<file path="src/rtl/lc3b_muldiv_pkg.sv">
// lc3b_muldiv_pkg: shared LC-3b types for the multiply/divide unit.
// Holds the MDU opcode enum, ALU op enum and decode helpers.
package lc3b_muldiv_pkg;

  typedef enum logic [1:0] {
    MDU_MULU = 2'b00,
    MDU_DIVU = 2'b01,
    MDU_MULS = 2'b10,
    MDU_DIVS = 2'b11
  } lc3b_mdu_op;

  typedef enum logic [3:0] {
    alu_add,
    alu_and,
    alu_not,
    alu_pass,
    alu_sll,
    alu_srl,
    alu_sra,
    alu_mul,
    alu_div
  } lc3b_aluop;

  typedef enum logic [1:0] {
    MDU_IDLE,
    MDU_RUN,
    MDU_DONE
  } lc3b_mdu_state;

  function automatic logic mdu_is_div(lc3b_mdu_op op);
    return (op == MDU_DIVU) || (op == MDU_DIVS);
  endfunction

  function automatic logic mdu_is_signed(lc3b_mdu_op op);
    return (op == MDU_MULS) || (op == MDU_DIVS);
  endfunction

endpackage

</file>
<file path="src/rtl/lc3b_cond_negate.sv">
// lc3b_cond_negate: two's-complement negate when enabled.
// Used for signed operand magnitudes and result sign fixup.
module lc3b_cond_negate #(
  parameter int WIDTH = 16
) (
  input  logic [WIDTH-1:0] a_i,
  input  logic             en_i,
  output logic [WIDTH-1:0] y_o
);

  assign y_o = en_i ? ('0 - a_i) : a_i;

endmodule

</file>
<file path="src/rtl/lc3b_muldiv.sv">
// lc3b_muldiv: iterative shift-add multiply / restoring divide.
// Define LC3B_MULDIV_SIGNED_EN to give MULS/DIVS signed semantics.
module lc3b_muldiv
  import lc3b_muldiv_pkg::*;
#(
  parameter int WIDTH = 16
) (
  input  logic             clk,
  input  logic             rst_n,
  input  logic             req_valid,
  output logic             req_ready,
  input  logic [1:0]       req_op,
  input  logic [WIDTH-1:0] req_a,
  input  logic [WIDTH-1:0] req_b,
  output logic             resp_valid,
  input  logic             resp_ready,
  output logic [WIDTH-1:0] resp_lo,
  output logic [WIDTH-1:0] resp_hi,
  output logic             resp_dz
);

  localparam int CW = $clog2(WIDTH);

  lc3b_mdu_state      state_q;
  lc3b_mdu_op         op_in;
  logic [CW-1:0]      count_q;
  logic               init_q;
  logic               div_q;
  logic               dz_q;
  logic [WIDTH-1:0]   a_q;
  logic [WIDTH-1:0]   b_q;
  logic [WIDTH-1:0]   d_q;
  logic [2*WIDTH-1:0] acc_q;
  logic               req_ready_q;
  logic               resp_valid_q;
  logic               resp_dz_q;
  logic [WIDTH-1:0]   resp_lo_q;
  logic [WIDTH-1:0]   resp_hi_q;

  assign op_in = lc3b_mdu_op'(req_op);

  logic [WIDTH-1:0] hi;
  logic [WIDTH-1:0] lo;
  assign hi = acc_q[2*WIDTH-1:WIDTH];
  assign lo = acc_q[WIDTH-1:0];

  logic [WIDTH:0]     msum;
  logic [2*WIDTH-1:0] mul_step;
  assign msum     = {1'b0, hi} + (lo[0] ? {1'b0, d_q} : '0);
  assign mul_step = {msum, lo[WIDTH-1:1]};

  logic [WIDTH:0]     shl;
  logic [WIDTH:0]     diff;
  logic [WIDTH-1:0]   nrem;
  logic [2*WIDTH-1:0] div_step;
  assign shl      = {hi, lo[WIDTH-1]};
  assign diff     = shl - {1'b0, d_q};
  assign nrem     = diff[WIDTH] ? shl[WIDTH-1:0] : diff[WIDTH-1:0];
  assign div_step = {nrem, lo[WIDTH-2:0], ~diff[WIDTH]};

  logic [2*WIDTH-1:0] step;
  assign step = div_q ? div_step : mul_step;

  logic [WIDTH-1:0] a_mag;
  logic [WIDTH-1:0] b_mag;
  logic [WIDTH-1:0] res_lo;
  logic [WIDTH-1:0] res_hi;

`ifdef LC3B_MULDIV_SIGNED_EN
  logic               sgn_q;
  logic               sa;
  logic               sb;
  logic [2*WIDTH-1:0] prod_fix;
  logic [WIDTH-1:0]   quo_fix;
  logic [WIDTH-1:0]   rem_fix;

  assign sa = sgn_q & a_q[WIDTH-1];
  assign sb = sgn_q & b_q[WIDTH-1];

  lc3b_cond_negate #(.WIDTH(WIDTH)) u_neg_a (
    .a_i(a_q), .en_i(sa), .y_o(a_mag)
  );
  lc3b_cond_negate #(.WIDTH(WIDTH)) u_neg_b (
    .a_i(b_q), .en_i(sb), .y_o(b_mag)
  );
  lc3b_cond_negate #(.WIDTH(2*WIDTH)) u_neg_p (
    .a_i(step), .en_i(sa ^ sb), .y_o(prod_fix)
  );
  // A zero divisor keeps the all-ones quotient unsigned.
  lc3b_cond_negate #(.WIDTH(WIDTH)) u_neg_q (
    .a_i(step[WIDTH-1:0]), .en_i((sa ^ sb) & ~dz_q), .y_o(quo_fix)
  );
  lc3b_cond_negate #(.WIDTH(WIDTH)) u_neg_r (
    .a_i(step[2*WIDTH-1:WIDTH]), .en_i(sa), .y_o(rem_fix)
  );

  assign res_lo = div_q ? quo_fix : prod_fix[WIDTH-1:0];
  assign res_hi = div_q ? rem_fix : prod_fix[2*WIDTH-1:WIDTH];
`else
  assign a_mag  = a_q;
  assign b_mag  = b_q;
  assign res_lo = step[WIDTH-1:0];
  assign res_hi = step[2*WIDTH-1:WIDTH];
`endif

  // Control FSM: accept, one init cycle, WIDTH iterations, hold result.
  always_ff @(posedge clk or negedge rst_n) begin
    if (!rst_n) begin
      state_q      <= MDU_IDLE;
      count_q      <= '0;
      init_q       <= 1'b0;
      div_q        <= 1'b0;
      dz_q         <= 1'b0;
      a_q          <= '0;
      b_q          <= '0;
      d_q          <= '0;
      acc_q        <= '0;
      req_ready_q  <= 1'b1;
      resp_valid_q <= 1'b0;
      resp_dz_q    <= 1'b0;
      resp_lo_q    <= '0;
      resp_hi_q    <= '0;
`ifdef LC3B_MULDIV_SIGNED_EN
      sgn_q        <= 1'b0;
`endif
    end else begin
      unique case (state_q)
        MDU_IDLE: begin
          if (req_valid) begin
            div_q       <= mdu_is_div(op_in);
            dz_q        <= mdu_is_div(op_in) && (req_b == '0);
            a_q         <= req_a;
            b_q         <= req_b;
            count_q     <= CW'(WIDTH - 1);
            init_q      <= 1'b1;
            req_ready_q <= 1'b0;
            state_q     <= MDU_RUN;
`ifdef LC3B_MULDIV_SIGNED_EN
            sgn_q       <= mdu_is_signed(op_in);
`endif
          end
        end
        MDU_RUN: begin
          if (init_q) begin
            // Operand magnitudes enter the core here, off the req path.
            init_q <= 1'b0;
            d_q    <= div_q ? b_mag : a_mag;
            acc_q  <= {{WIDTH{1'b0}}, div_q ? a_mag : b_mag};
          end else begin
            acc_q <= step;
            if (count_q == '0) begin
              resp_lo_q    <= res_lo;
              resp_hi_q    <= res_hi;
              resp_dz_q    <= dz_q;
              resp_valid_q <= 1'b1;
              state_q      <= MDU_DONE;
            end else begin
              count_q <= count_q - 1'b1;
            end
          end
        end
        MDU_DONE: begin
          if (resp_ready) begin
            resp_valid_q <= 1'b0;
            req_ready_q  <= 1'b1;
            state_q      <= MDU_IDLE;
          end
        end
        default: state_q <= MDU_IDLE;
      endcase
    end
  end

  assign req_ready  = req_ready_q;
  assign resp_valid = resp_valid_q;
  assign resp_lo    = resp_lo_q;
  assign resp_hi    = resp_hi_q;
  assign resp_dz    = resp_dz_q;

endmodule
</file>
<file path="config.mk">
export PLATFORM = sky130hd
export DESIGN_NAME = lc3b_muldiv
export DESIGN_NICKNAME = d
export VERILOG_FILES = /design/src/rtl/lc3b_muldiv_pkg.sv /design/src/rtl/lc3b_cond_negate.sv /design/src/rtl/lc3b_muldiv.sv
export SDC_FILE = /design/constraint.sdc
export NUM_CORES = 1
export LEC_CHECK = 0
export CORE_MARGIN = 2
export CORE_UTILIZATION = 59
export DETAILED_ROUTE_END_ITERATION = 6
export GPL_ROUTABILITY_DRIVEN = 0
export PLACE_DENSITY_LB_ADDON = 0.15
export SYNTH_ARGS = -nofsm -noshare
export SYNTH_HDL_FRONTEND = slang
export SYNTH_HIERARCHICAL = 1
export SYNTH_SLANG_ARGS = --single-unit
</file>
<file path="constraint.sdc">
create_clock -name clk -period 8.3 [get_ports clk]
set_input_delay 1.66 -clock clk [delete_from_list [all_inputs] [get_ports clk]]
set_output_delay 1.66 -clock clk [all_outputs]
set_load 0.005 [all_outputs]
</file>
# == Word level (Yosys, flattened, before mapping) ==
# Cells that the tools add are included.
# op_classes
eq_ne,9
mux,24
addsub,3
bitwise,2
n_reduce_logical,16
# op_table
cell,n
two-way mux 16 bit,4
two-way mux 32 bit,2
adder 16 x 16 -> 17 bit,1
subtractor 17 x 16 -> 17 bit,1
logical NOT 16 bit,1
two-way mux 4 bit,3
AND reduction 4 bit,3
"!= test 2 bit, second input constant",5
two-way mux 2 bit,4
one-hot mux 4 bit (2 select lines),1
two-way mux 1 bit,6
one-hot mux 1 bit (2 select lines),3
one-hot mux 2 bit (3 select lines),1
AND reduction 2 bit,3
AND reduction 3 bit,2
nonzero test 2 bit,3
"equality test 2 x 1 -> 1 bit, second input constant",2
"equality test 2 bit, second input constant",2
logical NOT 4 bit,1
"subtractor 4 x 1 -> 4 bit, second input constant",1
logical NOT 2 bit,1
inverter 1 bit,2
logical AND 1 bit,1
logical OR 1 bit,1
# totals
reg_bits,124
input_bits,38
word_cells,68
output_inout_bits,35

# == Logic depth before layout (Yosys ltp) ==
# Gate-level depths: netlist (run 1).
# logic_depth
ltp_word,4
mapped_depth,14
depth_no_buf,12

# == Worst setup path after synthesis (run 1) ==
# OpenSTA, ideal clock, no wires.
# synth_path
kind,flip-flop to flip-flop
startpoint,reg acc_q[15]
endpoint,reg acc_q[0]
t_required_ns,8.183
stages_incl_launch_ff,15
synth_period_minus_slack_ns,3.043
slack_ns,5.257
path_buffers,2
setup_time_ns,0.117
arrival_time_ns,2.926
cell_sequence,dfrtp_1 -> inv_1 -> ha_1 -> inv_1 -> fa_1 -> a21o_1 -> a211o_1 -> a211oi_2 -> o211ai_1 -> and4_1 -> buf_6 -> buf_8 -> mux4_2 -> nand2_1 -> nand2_1
# synth_between
elab_chain_len,4
# synth_rtl
element,line_no,source
"start, declared",lc3b_muldiv.sv:33,logic [2*WIDTH-1:0] acc_q;
"start signal, assigned",lc3b_muldiv.sv:148,"acc_q <= {{WIDTH{1'b0}}, div_q ? a_mag : b_mag};"
"start signal, assigned",lc3b_muldiv.sv:150,acc_q <= step;
subtractor 17 x 16 -> 17 bit,lc3b_muldiv.sv:57,"assign diff = shl - {1'b0, d_q};"
inverter 1 bit,lc3b_muldiv.sv:59,"assign div_step = {nrem, lo[WIDTH-2:0], ~diff[WIDTH]};"
two-way mux 32 bit,lc3b_muldiv.sv:62,assign step = div_q ? div_step : mul_step;
two-way mux 32 bit,lc3b_muldiv.sv:144,if (init_q) begin
# Every way passes these cells.
# A chain may end at the register's enable or synchronous reset.

# == Worst setup path in the final report (run 1) ==
# layout_path
startpoint,reg acc_q[15]
endpoint,"reg resp_hi_q[3], in the netlist resp_hi[3]"
# layout_between
elab_chain_len,3
# layout_rtl
element,line_no,source
subtractor 17 x 16 -> 17 bit,lc3b_muldiv.sv:57,
two-way mux 16 bit,lc3b_muldiv.sv:58,assign nrem = diff[WIDTH] ? shl[WIDTH-1:0] : diff[WIDTH-1:0];
two-way mux 32 bit,lc3b_muldiv.sv:62,
"end signal, assigned",lc3b_muldiv.sv:153,resp_hi_q <= res_hi;
"end, declared",lc3b_muldiv.sv:38,logic [WIDTH-1:0] resp_hi_q;
# Every way passes these cells.

==> reports/summary.txt, run 1 <==
SYNTHESIS
-------------------------------------------------------------------------------------
Mean area per synthesized cell                                               9.05 um2
Async SR Flop Fraction                                                           100%
Syn. warnings                                                                       6
Post-Syn Nets                                                                     892
Count of unique library cells instantiated by Yosys                                65
Count of flip-flops with a built-in enable after synthesis                          0
#FFs+latches synth                                                                124
Post-Syn Instances                                                                819
Total standard cell area after synthesis                                     7410 um2
Sequential element share of the synthesized area                                41.9%
Commonest register cell after synthesis                                  sky130_fd_sc_hd__dfrtp_1

DRT
-------------------------------------------------------------------------------------
Antenna Nets Post-Route                                                             0
Via count                                                                        6310
Detailed-route wire length                                                    19.0 mm
Vias per inst                                                                    5.97
Initial detailed-routing violation count                                          592
1st-pass router iterations                                                          5
DR WL/cell                                                                    18.0 um
Detailed-route DRC error count                                                      0

WORST SETUP PATH
-------------------------------------------------------------------------------------
Largest stage delay, worst path                                               0.76 ns
Startpoint Class                                                                 flop
Max stage delay cell, worst path                                         sky130_fd_sc_hd__and4_1
Reg2Reg Depth                                                                      12
Reg-to-reg endpoint                                                        resp_hi[3]
Setup crit end kind                                                              flop
Path type of the worst setup path                                          reg -> reg
Crit path DAT                                                                 4.27 ns
Register-to-Register Setup Slack                                              4.32 ns
Critical path, cell by cell                                              inv_1 -> ha_1 -> inv_1 -> fa_1 -> a21o_1 -> a211o_1 -> a211oi_2 -> or3_1 -> and4_1 -> mux2_2 -> o21ai_0 -> o21ai_0
Top fanout value on the critical path                                              13
Worst Path Required                                                           8.59 ns
Worst reg2reg startpoint                                                    acc_q[15]

STATUS
-------------------------------------------------------------------------------------
Outcome                                                                  complete, no violations

LAYOUT
-------------------------------------------------------------------------------------
Proportion of layout cells with a drive suffix above 1                          8.55%
Antenna cell count                                                                  0
Most frequent cells in the layout                                        sky130_fd_sc_hd__nand2_1, sky130_fd_sc_hd__dfrtp_1, sky130_fd_sc_hd__clkdlybuf4s50_1
Area delta synth->final                                                         18.8%
Non-Filler Instances                                                             1057
Most frequent standard cell in the layout excluding fill and tap cells   sky130_fd_sc_hd__nand2_1
Final Core Density                                                              72.6%
Nets@finish                                                                       949

PLACE
-------------------------------------------------------------------------------------
Hpwl dp                                                                       13.3 mm
Worst slack at placement                                                      4.44 ns
Number of input and output port buffers inserted                                   71
Count of placed standard cells including taps                                    1025

STA
-------------------------------------------------------------------------------------
Period Utilization, post-route                                                  47.9%
Max Clk Rate                                                                  251 MHz
Max-Slew Margin vs Limit                                                        28.2%
Post-route clock skew                                                      0.00755 ns
Setup TNS                                                                        0 ns
Min Tclk post-route                                                           3.98 ns
Final Slew Violations                                                               0
Setup slack of the critical path after layout                                 4.32 ns
Number of endpoints failing setup at the final stage                                0
Hold violation count in the final report                                            0
Unrepaired setup endpoints after global routing                                    no
Slew at the pin with the worst max-slew slack                                 1.08 ns

PWR
-------------------------------------------------------------------------------------
Share of total power in the clock network                                       17.2%
Leak Pwr                                                                   0.00410 uW
Cell-internal power                                                           2390 uW
Total power                                                                   4260 uW
Worst voltage drop across the vdd grid                                         275 uV
Comb pwr share                                                                  54.2%
Net switching share of the total power                                          44.0%
Part of the total power dissipated in sequential elements                       28.7%
Net switching component of the power                                          1870 uW
Cell area power density                                                    484 nW/um2

RUN
-------------------------------------------------------------------------------------
Number of max-cap violations                                                        0

FLOORPLAN
-------------------------------------------------------------------------------------
Area enclosed by the die boundary                                           13500 um2
Core region area                                                            12100 um2
Number of rows in the core area                                                    40
Die span in x                                                                  116 um
Starting density of the core                                                    61.2%
Floorplan die height                                                           116 um
Top-level port count                                                               73

MIN PATH
-------------------------------------------------------------------------------------
Hold path startpoint                                                      resp_hi[11]
Min-Delay Path Depth                                                                2
Type of the worst min-delay path                                           reg -> reg
Worst Hold End                                                            resp_hi[11]

CTS
-------------------------------------------------------------------------------------
Post-CTS sizing                                                                     0
Clock transition at path regs                                                 0.06 ns
Clk Latency, worst-skew pair                                                  0.42 ns
Clock root buffer master                                                 sky130_fd_sc_hd__clkbuf_16
Clk buf depth                                                                       2
Number of levels in the clock H-tree                                                4
Clock buffer count from CTS                                                        17
Setup Buffers After CTS                                                             0
Hold Buf Count CTS                                                                  0
Clock tree from TritonCTS                                                         yes
Clock tree sinks                                                                  124

GRT
-------------------------------------------------------------------------------------
First-pass GRT wire length                                                    31.0 mm
Vias in the first global route                                                   6293
Largest net degree at the start of global routing                                  75
Number of antenna violations at the first check in global routing                   0
Tot GR Track Use                                                                30.2%
Total congestion overflow after global routing                                      0

## Yosys cell counts (6+ instances only)
library cell / count / share of area, %
sky130_fd_sc_hd__nand2_1: 220 / 11
sky130_fd_sc_hd__dfrtp_1: 123 / 42
sky130_fd_sc_hd__o21ai_0: 68 / 4.6
sky130_fd_sc_hd__mux2i_1: 40 / 5.4
sky130_fd_sc_hd__nor2_1: 37 / 1.9
sky130_fd_sc_hd__ha_1: 33 / 5.6
sky130_fd_sc_hd__clkbuf_1: 29 / 1.5
sky130_fd_sc_hd__inv_1: 29 / 1.5
sky130_fd_sc_hd__a21oi_1: 27 / 1.8
sky130_fd_sc_hd__and2_1: 22 / 1.9
sky130_fd_sc_hd__mux4_2: 16 / 4.9
sky130_fd_sc_hd__nor3_1: 13 / 0.88
sky130_fd_sc_hd__a21o_1: 10 / 1.0
sky130_fd_sc_hd__xnor2_1: 10 / 1.2
sky130_fd_sc_hd__xor2_1: 10 / 1.2
sky130_fd_sc_hd__buf_1: 8 / 0.41
sky130_fd_sc_hd__mux2_2: 8 / 1.2
sky130_fd_sc_hd__nand2b_1: 7 / 0.59
sky130_fd_sc_hd__nand3_1: 7 / 0.47
sky130_fd_sc_hd__o21a_1: 6 / 0.61
## stage by stage
stage                     instance area (um2)  hold WS, ns
after detailed placement                 8220        0.469
after global routing                     8800        0.500
after floorplan                          7410        0.439
after CTS                                8800        0.481
final                                    8800        0.475
after global placement                   8220        0.460
## registers in the layout, summed over array words and instances (netlist names), 2 cells and up
signal   cells
state_q      2
a_mag       16
d_q         16
resp_hi     16
resp_lo     16
acc_q       32
count_q      4
b_mag       16
## routing by layer
layer	GRT usage, %	part of all wire (%)	up-vias
li1	-	-	2978
met1	40.5	44	3057
met2	47.5	47	226
met3	7.43	6.1	49
met4	12.2	2.9	0
met5	0	0	-
## power by group through the flow
stage | clock network (uW) | logic (uW) | registers, uW
6_report | 731 | 2310 | 1220
5_1_grt | 767 | 2540 | 1260
4_1_cts | 737 | 2280 | 1210
3_5_place_dp | 0 | 2240 | 1220
3_3_place_gp | 0 | 2150 | 1210
2_1_floorplan | 0 | 1790 | 1050
## final cells by class
class | instances | area, um2
inverters | 29 | 109
repair buffers | 78 | 761
multi-input cells | 626 | 4030
clock buffers | 18 | 439
well taps | 168 | 210
clock inverters | 14 | 144
fillers | 934 | 3310
flip-flops and latches | 124 | 3110
## critical path, delay by kind of cell (launching register included)
kind                     cells  cell delay [ns]
AO/OA/AOI/OAI                5             1.29
adder cells (fa/ha/maj)      2             0.56
buffers and inverters        2             0.15
flip-flops                   1             0.43
multiplexers                 1             0.41
AND/OR/NAND/NOR              2             0.98
## cell families after synthesis
| logic type | Yosys count | synth area share, % |
|---|---|---|
| XOR/XNOR | 20 | 2.36 |
| AND/OR/NAND/NOR | 333 | 19.4 |
| flip-flops | 124 | 41.9 |
| adder cells (fa/ha/maj) | 35 | 6.11 |
| multiplexers | 64 | 11.5 |
| AO/OA/AOI/OAI | 174 | 15.0 |
| buffers and inverters | 69 | 3.77 |
## how the worst max path moves through the flow
stage	from	endpoint	slack [ns]	cells past startpoint
finish	acc_q[15]	resp_hi[3]	4.32	12
global placement	acc_q[15]	resp_hi[3]	4.48	12
detailed placement	acc_q[15]	resp_hi[3]	4.44	12
global route	acc_q[15]	resp_hi[3]	4.18	12
CTS	acc_q[15]	resp_hi[3]	4.40	12
floorplan	acc_q[15]	acc_q[0]	5.26	14
No activity file was read; power rests on OpenSTA's default activity.
==> run 2: changes to the inputs <==
--- a/config.mk
+++ b/config.mk
@@ -6,7 +6,7 @@
 export NUM_CORES = 1
 export LEC_CHECK = 0
 export CORE_MARGIN = 2
-export CORE_UTILIZATION = 59
+export CORE_UTILIZATION = 52
 export DETAILED_ROUTE_END_ITERATION = 6
 export GPL_ROUTABILITY_DRIVEN = 0
 export PLACE_DENSITY_LB_ADDON = 0.15
==> constraint.sdc (replaced) <==
create_clock -name clk -period 3.6 [get_ports clk]
set_input_delay 0.72 -clock clk [delete_from_list [all_inputs] [get_ports clk]]
set_output_delay 0.72 -clock clk [all_outputs]
set_load 0.005 [all_outputs]
==> run 2 against run 1 <==
  * Final cell count grew 2.2%
  * Via count shrank 0.17%
  * Non-clock buffer count grew 11
  * First-iteration DRC count shrank 22%
  * Register-to-register slack lost 4.1 ns
  * Critical endpoint is now acc_q[0]
==> reports/summary.txt, run 2 (synthesized netlist as in run 1, its figures left out) <==
STATUS
-------------------------------------------------------------------------------------
Outcome                                                                  complete, no violations

WORST SETUP PATH
-------------------------------------------------------------------------------------
Top fanout value on the critical path                                              11   -2
Critical path, cell by cell                                              inv_1 -> ha_1 -> inv_1 -> fa_1 -> a21o_1 -> a211o_1 -> a211oi_2 -> buf_4 -> o211ai_1 -> and4_4 -> buf_4 -> mux4_2 -> nand2_1 -> nand2_1
Worst Path Required                                                           3.91 ns   -4.68 ns
Count of buffer and inverter cells on the critical path                             4   +2
Path type of the worst setup path                                          reg -> reg
Setup crit end kind                                                              flop
Critical path startpoint                                                    acc_q[15]
Largest stage delay, worst path                                               0.45 ns   -0.31 ns
Crit path DAT                                                                 3.74 ns   -0.53 ns
Max stage delay cell, worst path                                         sky130_fd_sc_hd__mux4_2
Startpoint Class                                                                 flop
Worst path top cell family by delay                                      compound AO/OA/AOI/OAI gates
Worst reg2reg startpoint                                                    acc_q[15]

CTS
-------------------------------------------------------------------------------------
Setup Buffers After CTS                                                             0   unchanged
Clock root buffer master                                                 sky130_fd_sc_hd__clkbuf_16
Clk buf depth                                                                       2   unchanged
Clk Latency, worst-skew pair                                                  0.42 ns   about the same
Clock transition at path regs                                                 0.06 ns   about the same
Clock tree from TritonCTS                                                         yes
Hold Buf Count CTS                                                                  0   unchanged
Clock tree sinks                                                                  124   unchanged
Clock buffer count from CTS                                                        17   unchanged
Number of levels in the clock H-tree                                                4   unchanged

STA
-------------------------------------------------------------------------------------
Max-Slew Margin vs Limit                                                        44.8%   +17 points
Setup TNS                                                                        0 ns   unchanged
Min Tclk post-route                                                           3.43 ns   -0.554 ns
Setup slack of the critical path after layout                                0.175 ns   -4.15 ns
Period Utilization, post-route                                                  95.1%   +47 points
Unrepaired setup endpoints after global routing                                    no
Max Clk Rate                                                                  292 MHz   +16%
Hold violation count in the final report                                            0   unchanged
Post-route clock skew                                                      0.00837 ns   +0.000820 ns
Slew at the pin with the worst max-slew slack                                0.828 ns   -0.249 ns
Final Slew Violations                                                               0   unchanged
Number of endpoints failing setup at the final stage                                0   unchanged

DRT
-------------------------------------------------------------------------------------
DR WL/cell                                                                    18.0 um   -0.20%
Detailed-route DRC error count                                                      0   unchanged
Via count                                                                        6299   -0.17%
Vias per inst                                                                    5.83   -2.3%
Detailed-route wire length                                                    19.4 mm   +2.0%
1st-pass router iterations                                                          5   unchanged
Antenna Nets Post-Route                                                             0   unchanged
Initial detailed-routing violation count                                          462   -22%

FLOORPLAN
-------------------------------------------------------------------------------------
Area enclosed by the die boundary                                           15200 um2   +13%
Die span in x                                                                  123 um   +6.3%
Top-level port count                                                               73   unchanged
Floorplan die height                                                           123 um   +6.3%
Number of rows in the core area                                                    43   +7.5%
Starting density of the core                                                    53.4%   -7.8 points
Core region area                                                            13900 um2   +15%

LAYOUT
-------------------------------------------------------------------------------------
Nets@finish                                                                       960   +1.2%
Final design area excluding fillers                                          8910 um2   +1.3%
Non-Filler Instances                                                             1080   +2.2%
Register with the highest flop count                                            acc_q
Most frequent cells in the layout                                        sky130_fd_sc_hd__nand2_1, sky130_fd_sc_hd__dfrtp_1, sky130_fd_sc_hd__clkdlybuf4s50_1
Most frequent standard cell in the layout excluding fill and tap cells   sky130_fd_sc_hd__nand2_1
Number of flip-flops under the largest register name                               32   unchanged
Proportion of layout cells with a drive suffix above 1                          9.78%   +1.2 points
Count of filler cells inserted in the layout                                     1158   +24%
Antenna cell count                                                                  0   unchanged
Area delta synth->final                                                         20.3%

PWR
-------------------------------------------------------------------------------------
Cell area power density                                                   1120 nW/um2   +130%
Leak Pwr                                                                   0.00415 uW   +1.3%
Worst voltage drop across the vdd grid                                         494 uV   +80%
Total power                                                                   9960 uW   +130%

PLACE
-------------------------------------------------------------------------------------
Hpwl dp                                                                       14.1 mm   +5.7%
Cell area after placement                                                    8310 um2   +1.2%
Worst slack at placement                                                    0.0441 ns   -4.40 ns
Number of input and output port buffers inserted                                   71   unchanged
Count of placed standard cells including taps                                    1048   +2.2%

GRT
-------------------------------------------------------------------------------------
First-pass GRT wire length                                                    31.7 mm   +2.4%
Total congestion overflow after global routing                                      0   unchanged
Vias in the first global route                                                   6177   -1.8%
Number of antenna violations at the first check in global routing                   0   unchanged
Tot GR Track Use                                                                27.2%   -2.9 points
Largest net degree at the start of global routing                                  63   -16%

RUN
-------------------------------------------------------------------------------------
Number of max-cap violations                                                        0   unchanged

MIN PATH
-------------------------------------------------------------------------------------
Type of the worst min-delay path                                          in -> async

## run 2: per-layer routing
metal | vias to the layer above | share of wire [%] | wire [um] | track usage, %
met4 | 0 | 1.8 | 345 | 8.81
li1 | 3006 | - | - | -
met2 | 220 | 46 | 8990 | 42.8
met3 | 35 | 6.4 | 1230 | 5.21
met1 | 3038 | 46 | 8850 | 38.2
met5 | - | 0 | 0 | 0
## run 2: stage by stage
stage          hold WS (ns)  util, %
4_1_cts               0.413     64.2
5_1_grt               0.455     64.2
3_5_place_dp          0.470     59.9
2_1_floorplan         0.424        -
3_3_place_gp          0.461     59.9
6_report              0.380     64.2
## run 2: worst register-to-register path, stage by stage (launching register included)
cell and delay (ns):
sky130_fd_sc_hd__dfrtp_1 0.38, sky130_fd_sc_hd__inv_1 0.08, sky130_fd_sc_hd__ha_1 0.18, sky130_fd_sc_hd__inv_1 0.06, sky130_fd_sc_hd__fa_1 0.41, sky130_fd_sc_hd__a21o_1 0.22
sky130_fd_sc_hd__a211o_1 0.31, sky130_fd_sc_hd__a211oi_2 0.33, sky130_fd_sc_hd__buf_4 0.18, sky130_fd_sc_hd__o211ai_1 0.14, sky130_fd_sc_hd__and4_4 0.29, sky130_fd_sc_hd__buf_4 0.18
sky130_fd_sc_hd__mux4_2 0.45, sky130_fd_sc_hd__nand2_1 0.08, sky130_fd_sc_hd__nand2_1 0.05
## run 2: power breakdown
| group | switching (uW) | leakage, uW | total (uW) | internal [uW] |
|---|---|---|---|---|
| Sequential | 668 | 0.00157 | 2700 | 2030 |
| Combinational | 2990 | 0.00230 | 5540 | 2550 |
| Clock | 674 | 0.000285 | 1720 | 1050 |
## run 2: final timing paths
check | end | slack (ns) | cells past startpoint
hold / removal | resp_hi[8] | 0.38 | 1
hold reg to reg | resp_lo[7] | 0.47 | 2
max in group asynchronous | acc_q[31] | 2.37 | 2
setup / recovery | acc_q[0] | 0.17 | 14
setup reg to reg | acc_q[0] | 0.17 | 14
min in group clk | resp_lo[7] | 0.47 | 2
## run 2: timing repair
action	in CTS	in global routing
setup endpoints to repair	1	2
pin swaps	0	0
gates resized for setup	1	1
## run 2: layout make-up
type,count,area (um2),area share (%)
flip-flops and latches,124,3110,34.9
clock buffers,18,439,4.93
clock inverters,14,160,1.80
inverters,29,109,1.22
repair buffers,89,843,9.46
multi-input cells,626,4030,45.2
well taps,180,225,2.53
==> run 3: changes to the inputs <==
--- a/config.mk
+++ b/config.mk
@@ -8,8 +8,8 @@
 export CORE_MARGIN = 2
 export CORE_UTILIZATION = 52
 export DETAILED_ROUTE_END_ITERATION = 6
-export GPL_ROUTABILITY_DRIVEN = 0
 export PLACE_DENSITY_LB_ADDON = 0.15
+export SKIP_LAST_GASP = 1
 export SYNTH_ARGS = -nofsm -noshare
 export SYNTH_HDL_FRONTEND = slang
 export SYNTH_HIERARCHICAL = 1
==> run 3 against run 2 <==
  * First-iteration DRC count decreased by 0.43%
  * Final cell count about the same
  * Register-to-register slack about the same
  * Global-route usage decreased by 0.67 points
  * Die area unchanged
  * Clock skew increased by 0.0021 ns
  * Power increased by 0.26%
  * Worst hold slack improved by 0.036 ns
  * Non-clock buffer count increased by 1
  * Combinational power about the same
==> reports/summary.txt, run 3 (synthesized netlist as in run 1, its figures left out) <==
STATUS
-------------------------------------------------------------------------------------
Outcome                                                                  complete, no violations

CTS
-------------------------------------------------------------------------------------
Setup Buffers After CTS                                                             0   unchanged
Clk Latency, worst-skew pair                                                  0.42 ns   about the same
Clock root buffer master                                                 sky130_fd_sc_hd__clkbuf_16
Number of levels in the clock H-tree                                                4   unchanged
Clk buf depth                                                                       2   unchanged
Clock tree sinks                                                                  124   unchanged
Clock buffer count from CTS                                                        17   unchanged
Clock transition at path regs                                                 0.06 ns   about the same
Clock tree from TritonCTS                                                         yes

STA
-------------------------------------------------------------------------------------
Max-Slew Margin vs Limit                                                        38.9%   -5.9 points
Post-route clock skew                                                       0.0105 ns   +0.00215 ns
Setup TNS                                                                        0 ns   unchanged
Worst hold margin                                                            0.416 ns   +0.0360 ns
Period Utilization, post-route                                                  95.0%   -0.17 points
Slew at the pin with the worst max-slew slack                                0.917 ns   +0.0885 ns
Final Slew Violations                                                               0   unchanged
Unrepaired setup endpoints after global routing                                    no
Number of endpoints failing setup at the final stage                                0   unchanged
Hold violation count in the final report                                            0   unchanged
Max Clk Rate                                                                  292 MHz   +0.18%
Min Tclk post-route                                                           3.42 ns   -0.00621 ns

WORST SETUP PATH
-------------------------------------------------------------------------------------
Register-to-Register Setup Slack                                              0.18 ns   about the same
Path type of the worst setup path                                          reg -> reg
Top fanout value on the critical path                                              10   -1
Worst reg2reg startpoint                                                    acc_q[15]
Startpoint Class                                                                 flop
Reg-to-reg endpoint                                                          acc_q[0]
Worst Path Required                                                           3.91 ns   about the same
Reg2Reg Depth                                                                      14   unchanged
Setup crit end kind                                                              flop
Crit path DAT                                                                 3.73 ns   about the same

FLOORPLAN
-------------------------------------------------------------------------------------
Floorplan die height                                                           123 um   unchanged
Starting density of the core                                                    53.4%   unchanged
Area enclosed by the die boundary                                           15200 um2   unchanged
Die span in x                                                                  123 um   unchanged
Core region area                                                            13900 um2   unchanged
Number of rows in the core area                                                    43   unchanged
Top-level port count                                                               73   unchanged

LAYOUT
-------------------------------------------------------------------------------------
Number of flip-flops under the largest register name                               32   unchanged
Proportion of layout cells with a drive suffix above 1                          9.88%   +0.10 points
Area occupied by registers                                                   3110 um2   unchanged
Nets@finish                                                                       961   +0.10%
Most frequent cells in the layout                                        sky130_fd_sc_hd__nand2_1, sky130_fd_sc_hd__dfrtp_1, sky130_fd_sc_hd__clkdlybuf4s50_1
Area delta synth->final                                                         20.7%
Footprint of the multi-input gates                                           4030 um2   unchanged
Most frequent standard cell in the layout excluding fill and tap cells   sky130_fd_sc_hd__nand2_1
Antenna cell count                                                                  0   unchanged
Count of filler cells inserted in the layout                                     1178   +1.7%
Register with the highest flop count                                            acc_q

PWR
-------------------------------------------------------------------------------------
Cell-internal power                                                           5700 uW   +1.3%
Cell area power density                                                   1120 nW/um2   about the same
Net switching share of the total power                                          42.9%   -0.57 points
Worst voltage drop across the vdd grid                                         573 uV   +16%
Part of the total power dissipated in sequential elements                       27.2%   about the same
Share of total power in the clock network                                       17.3%   about the same
Net switching component of the power                                          4290 uW   -1.1%
Comb pwr share                                                                  55.5%   about the same
Leak Pwr                                                                   0.00416 uW   +0.31%

GRT
-------------------------------------------------------------------------------------
Vias in the first global route                                                   6024   -2.5%
First-pass GRT wire length                                                    30.7 mm   -3.2%
Number of antenna violations at the first check in global routing                   0   unchanged
Largest net degree at the start of global routing                                  69   +9.5%
Tot GR Track Use                                                                26.6%   -0.67 points
Total congestion overflow after global routing                                      0   unchanged

DRT
-------------------------------------------------------------------------------------
Post-Route M1 WL                                                              8.76 mm   -0.95%
DR WL/cell                                                                    17.6 um   -2.1%
Via count                                                                        6276   -0.37%
1st-pass router iterations                                                          5   unchanged
Detailed-route wire length                                                    19.0 mm   -2.0%
Wire length on met2                                                           8.96 mm   -0.30%
Detailed-route DRC error count                                                      0   unchanged
Highest Signal Layer                                                             met4
Vias per inst                                                                    5.81   -0.46%
Routed wl met3                                                                1.01 mm   -18%
Initial detailed-routing violation count                                          460   -0.43%
Antenna Nets Post-Route                                                             0   unchanged

PLACE
-------------------------------------------------------------------------------------
Hpwl dp                                                                       13.7 mm   -2.6%
Number of input and output port buffers inserted                                   71   unchanged
Weighted congestion at the end of routability-driven global placement           0.968

RUN
-------------------------------------------------------------------------------------
Number of max-cap violations                                                        0   unchanged

MIN PATH
-------------------------------------------------------------------------------------
Type of the worst min-delay path                                          in -> async

run 3: cell types whose count changed in the layout (fill, tap and decap cells not counted), sizes merged:
cell / delta
clkbuf: +2
inv: -2
buf: +1
run 3: what timing repair did:
item                                    4_1_cts  5_1_grt
endpoints found under the hold margin         0        0
cloned                                        0        0
hold buffers                                  0        0
endpoints found under the setup margin        1        1
gates resized for setup                       1        1
run 3: worst max-delay path: stages (launching register included):
cell and delay [ns]:
sky130_fd_sc_hd__dfrtp_1 0.38, sky130_fd_sc_hd__inv_1 0.07, sky130_fd_sc_hd__ha_1 0.18, sky130_fd_sc_hd__inv_1 0.07, sky130_fd_sc_hd__fa_1 0.41, sky130_fd_sc_hd__a21o_1 0.22, sky130_fd_sc_hd__a211o_1 0.31, sky130_fd_sc_hd__a211oi_2 0.31
sky130_fd_sc_hd__buf_4 0.17, sky130_fd_sc_hd__o211ai_1 0.15, sky130_fd_sc_hd__and4_4 0.29, sky130_fd_sc_hd__buf_4 0.16, sky130_fd_sc_hd__mux4_2 0.45, sky130_fd_sc_hd__nand2_1 0.08, sky130_fd_sc_hd__nand2_1 0.05
run 3: power by group through the flow:
stage,registers (uW),logic (uW),clock network [uW]
after floorplan,2420,4120,0
after global placement,2710,5290,0
after detailed placement,2730,5440,0
after CTS,2710,5490,1750
after global routing,2810,6120,1810
final,2720,5540,1730
run 3: how the worst max path moves through the flow:
| stage | slack (ns) | cells after the start | start | to |
|---|---|---|---|---|
| final | 0.18 | 14 | acc_q[15] | acc_q[0] |
| after global placement | 0.14 | 14 | acc_q[15] | acc_q[0] |
| after floorplan | 0.56 | 14 | acc_q[15] | acc_q[0] |
| after global routing | 0.07 | 14 | acc_q[15] | acc_q[0] |
| after CTS | 0.11 | 14 | acc_q[15] | acc_q[0] |
| after detailed placement | 0.004 | 12 | acc_q[15] | resp_hi[3] |
run 3: area by class of cell:
| type | count | share of cell area (%) |
|---|---|---|
| Clock inverter | 12 | 1.53 |
| Timing Repair Buffer | 90 | 9.66 |
| Multi-Input combinational cell | 626 | 45.1 |
| Clock buffer | 20 | 5.22 |
| Tap cell | 180 | 2.52 |
| Sequential cell | 124 | 34.8 |
| Inverter | 29 | 1.22 |
run 3: metrics by stage:
step	area [um2]	total power [uW]	worst slack, ns	utilization [%]	instances
6_report	8940	9990	0.181	64.4	1081
3_3_place_gp	8330	7990	0.141	60.0	1049
4_1_cts	8940	9950	0.112	64.4	1081
2_1_floorplan	7410	6540	0.557	-	819
5_1_grt	8940	10700	0.0677	64.4	1081
3_5_place_dp	8330	8170	0.00438	60.0	1049
run 3: per-layer routing:
metal  vias up  global-route usage [%]
li1       3011                       -
met5         -                       0
met1      3072                    37.6
met2       167                    41.3
met4         0                    8.81
met3        26                    4.94
